File: src/rtl/alu_byte_seq.sv
// Byte-serial sequencer that runs a wide operation through an external 8-bit ALU,
// chaining the carry from byte to byte and assembling the wide result.
module alu_byte_seq #(
  parameter int unsigned MAX_BYTES = 4
) (
  input  logic                   clk,
  input  logic                   rst_n,
  input  logic                   req_valid,
  output logic                   req_ready,
  input  logic [8*MAX_BYTES-1:0] req_a,
  input  logic [8*MAX_BYTES-1:0] req_b,
  input  logic [2:0]             req_oper,
  input  logic                   req_c_in,
  input  logic [1:0]             req_len,
  output logic [7:0]             alu_a,
  output logic [7:0]             alu_b,
  output logic                   alu_c_in,
  output logic [2:0]             alu_oper,
  input  logic [7:0]             alu_sum,
  input  logic                   alu_c_out,
  output logic                   res_valid,
  input  logic                   res_ready,
  output logic [8*MAX_BYTES-1:0] res_sum,
  output logic                   res_c_out
);

  typedef enum logic [1:0] {StIdle, StRun, StDone} state_e;

  state_e                 state_q, state_d;
  logic [8*MAX_BYTES-1:0] a_q, a_d, b_q, b_d, sum_q, sum_d;
  logic [2:0]             oper_q, oper_d;
  logic                   cin_q, cin_d, carry_q, carry_d;
  logic [1:0]             len_q, len_d, k_q, k_d;
  logic [4:0]             bit_base;

  assign bit_base  = {k_q, 3'b000};
  assign res_sum   = sum_q;
  assign res_c_out = carry_q;

  always_ff @(posedge clk or negedge rst_n) begin
    if (!rst_n) begin
      state_q <= StIdle;
      a_q     <= '0;
      b_q     <= '0;
      sum_q   <= '0;
      oper_q  <= '0;
      cin_q   <= 1'b0;
      carry_q <= 1'b0;
      len_q   <= '0;
      k_q     <= '0;
    end else begin
      state_q <= state_d;
      a_q     <= a_d;
      b_q     <= b_d;
      sum_q   <= sum_d;
      oper_q  <= oper_d;
      cin_q   <= cin_d;
      carry_q <= carry_d;
      len_q   <= len_d;
      k_q     <= k_d;
    end
  end

  always_comb begin
    state_d   = state_q;
    a_d       = a_q;
    b_d       = b_q;
    sum_d     = sum_q;
    oper_d    = oper_q;
    cin_d     = cin_q;
    carry_d   = carry_q;
    len_d     = len_q;
    k_d       = k_q;
    req_ready = 1'b0;
    res_valid = 1'b0;
    alu_a     = '0;
    alu_b     = '0;
    alu_c_in  = 1'b0;
    alu_oper  = '0;

    unique case (state_q)
      StIdle: begin
        req_ready = 1'b1;
        if (req_valid) begin
          a_d     = req_a;
          b_d     = req_b;
          oper_d  = req_oper;
          cin_d   = req_c_in;
          len_d   = req_len;
          k_d     = '0;
          sum_d   = '0;
          state_d = StRun;
        end
      end
      StRun: begin
        alu_a    = a_q[bit_base +: 8];
        alu_b    = b_q[bit_base +: 8];
        alu_oper = oper_q;
        // Byte 0 takes the requester's carry; later bytes chain the previous carry out.
        alu_c_in = (k_q == 2'd0) ? cin_q : carry_q;
        sum_d[bit_base +: 8] = alu_sum;
        carry_d  = alu_c_out;
        k_d      = k_q + 2'd1;
        if (k_q == len_q) state_d = StDone;
      end
      StDone: begin
        res_valid = 1'b1;
        if (res_ready) state_d = StIdle;
      end
      default: state_d = StIdle;
    endcase
  end

endmodule

File: config.mk
export PLATFORM = sky130hd
export DESIGN_NAME = alu_byte_seq
export DESIGN_NICKNAME = d
export VERILOG_FILES = /design/src/rtl/alu_byte_seq.sv
export SDC_FILE = /design/constraint.sdc
export NUM_CORES = 1
export LEC_CHECK = 0
export ABC_AREA = 1
export BUFFER_PORTS_ARGS = -buffer_cell sky130_fd_sc_hd__clkbuf_2
export CORE_ASPECT_RATIO = 0.8
export CORE_UTILIZATION = 55
export CTS_CLUSTER_SIZE = 20
export DETAILED_ROUTE_END_ITERATION = 8
export GPL_ROUTABILITY_DRIVEN = 0
export HOLD_SLACK_MARGIN = 0.03
export PLACE_DENSITY = 0.79
export SLEW_MARGIN = 20
export SYNTH_ARGS = -nofsm -noshare
export SYNTH_HDL_FRONTEND = slang
export SYNTH_SLANG_ARGS = --single-unit
File: constraint.sdc
create_clock -name clk -period 3.3 [get_ports clk]
set_input_delay 0.66 -clock clk [delete_from_list [all_inputs] [get_ports clk]]
set_output_delay 0.66 -clock clk [all_outputs]
set_load 0.05 [all_outputs]
==> metrics.csv <==
metric,value,unit
hold_path.class,in -> async,
setup_viol,0,
hold_viol,0,
maxCapViolCount,0,
placed_area,0.005708,sq mm
cp_top_family,buffers and inverters,
critical_path_buf_inv_count,3,
post-cts-setup-buffer-count,0,
die_h,87.41,um
arrival,2090,ps
rsz0062_at_grt,false,
ctsHoldBuffers,0,
p_comb_frac,0.509,
syn_inst,629,
vias,4687,
drt_wl_total,13.03,mm
grt_usage,0.2907,
nets,836,
syn_to_final_growth,20.38,%
vias_per_cell,5.418,
ctsResizeCount,0,
outcome,"complete, no violations",
place_ws,952.8,ps
ys_warn_count,0,
grt-ovfl-total,0,
antenna_left,0,
layout-drive-gt1-share,0.2351,
numCtsBuffers,9,
cts.path.max_buffers,2,
pin_count,138,
p_per_area,1122,mW/mm^2
drc,0,
fin_crit,2752,ps
register_area,0.002678,sq mm
antenna_found_initial,0,
clk_pin_slew,70,ps
drt_iter0_markers,415,
avgRoutedWirePerCell,15.06,um
fin_area,0.006037,sq mm
path_cells,inv_2 > buf_4 > o21ai_0 > a21oi_1 > clkbuf_2,
fillers,718,
final_cell_mix,"nand2_1 (221), clkbuf_2 (135), dfrtp_1 (107)",
dp_hpwl,8.975,mm
slew_headroom,0.4527,
syn_area_per_cell,7.973,sq um
placed_cells,849,
timing.hold.ws,390.7,ps
layout_commonest_cell,nand2_1,
synth.ff_latch_count,107,
ys_seq_area_frac,0.5339,
p_leak,0.003370,uW
io_buffer_count,137,
cp-start-kind,register,
slew_viol_final,0,
max_slew.worst_pin.slew,821.0,ps
cts_sinks,107,
critical-path-max-stage-delay,390,ps
synth_cell_types,23,
finalSetupTns,0,ps
core-area,0.008671,sq mm
worstPathMaxFanout,28,
rows,30,
h-tree-depth,3,
worstSetupEndpointType,output port,
switching_share,0.4964,
reg2reg_slack,1220,ps
cpMaxStageDelayCell,dfrtp_1,
grt_pass1_wl,21.05,mm
timing.fmax,363.3,MHz
syn-num-nets,717,
ir_worst_vdd,1.486,mV
p_seq_frac,0.318,
num_antenna_cells,0,
power.switching,3363,uW
clock_latency,340,ps
synth_area,0.005015,sq mm
cts-root-buf,clkbuf_16,
crit_required,2640,ps
fin_cells,865,
p_int,3412,uW
first_pass_iters,5,
finalCritPeriodShare,0.8341,
grt_pass1_vias,4374,
clkPwrFrac,0.173,
grt_max_degree,73,
die_w,108.8,um
fin_ws,547.5,ps
start_util,0.5784,
multi_input_area,0.002034,sq mm
cts_tree,built,
crit_type,reg -> out,
skew,6.398,ps
die_area,0.009506,sq mm
-- cell usage after synthesis, drive strengths merged --
| cell type | instances | area, sq um |
|---|---|---|
| dfrtp | 107 | 2678 |
| nand2 | 222 | 835.8 |
| buf | 27 | 190.2 |
| nand4 | 1 | 21.27 |
| nand3 | 86 | 430.4 |
| o22ai | 1 | 6.260 |
| inv | 16 | 60.06 |
| a21oi | 22 | 125.1 |
| o21ai | 44 | 220.2 |
| clkinv | 3 | 12.51 |
| ha | 5 | 62.56 |
| nor2 | 84 | 327.8 |
| clkbuf | 11 | 45.04 |
-- final timing paths --
check,start,endpoint,cells after the start
worst max register to register,state_q[0],b_q[31],6
max in group asynchronous,rst_n,a_q[7],2
worst min register to register,res_sum[15],res_sum[15],2
min in group clk,res_sum[15],res_sum[15],2
worst max-delay path,k_q[0],alu_b[6],5
worst min-delay path,rst_n,oper_q[2],1
-- power groups by stage --
stage | combinational (uW) | clock [uW] | sequential [uW]
final | 3450 | 1170 | 2150
after global routing | 3800 | 1230 | 2210
after detailed placement | 3420 | 0 | 2160
after global placement | 3350 | 0 | 2160
after CTS | 3440 | 1190 | 2150
after floorplan | 2380 | 0 | 2430
-- cell type report --
type | count | area share
multi-input cells | 465 | 0.3370
clock buffers | 12 | 0.04249
clock inverters | 4 | 0.01202
repair buffers | 146 | 0.1297
flip-flops and latches | 107 | 0.4435
well taps | 112 | 0.02321
inverters | 19 | 0.01202
-- per-stage QoR --
step | power (uW) | util
finish | 6775 | 0.6962
global route | 7246 | 0.6962
CTS | 6787 | 0.6962
detailed placement | 5583 | 0.6583
global placement | 5506 | 0.6583
floorplan | 4806 | -
-- state kept, by name, indices dropped and copies added (netlist names) --
| signal | count |
|---|---|
| res_c_out | 1 |
| k_q | 2 |
| oper_q | 3 |
| b_q | 32 |
| state_q | 2 |
| cin_q | 1 |
| a_q | 32 |
| len_q | 2 |
| res_sum | 32 |
-- metal layers --
layer  part of all wire  global-route usage  vias to the layer above  routed length (um)
met4             0.0082             0.06388                        0                 107
met3              0.077             0.06133                       10                1000
met2               0.47              0.4557                      194                6096
li1                   -                   -                     2252                   -
met1               0.45              0.4180                     2231                5821
met5                  0                   0                        -                   0
-- cells by family (layout without fill, tap and decap cells) --
logic type,Yosys count,count (layout),share of synthesized area
AOI/OAI and AO/OA,67,67,0.07011
adders and majority gates,5,5,0.01248
buffers and inverters,57,181,0.06138
DFF,107,107,0.5339
and+or+nand+nor,393,393,0.3221
Note: power is estimated with default switching activity, not from simulation.
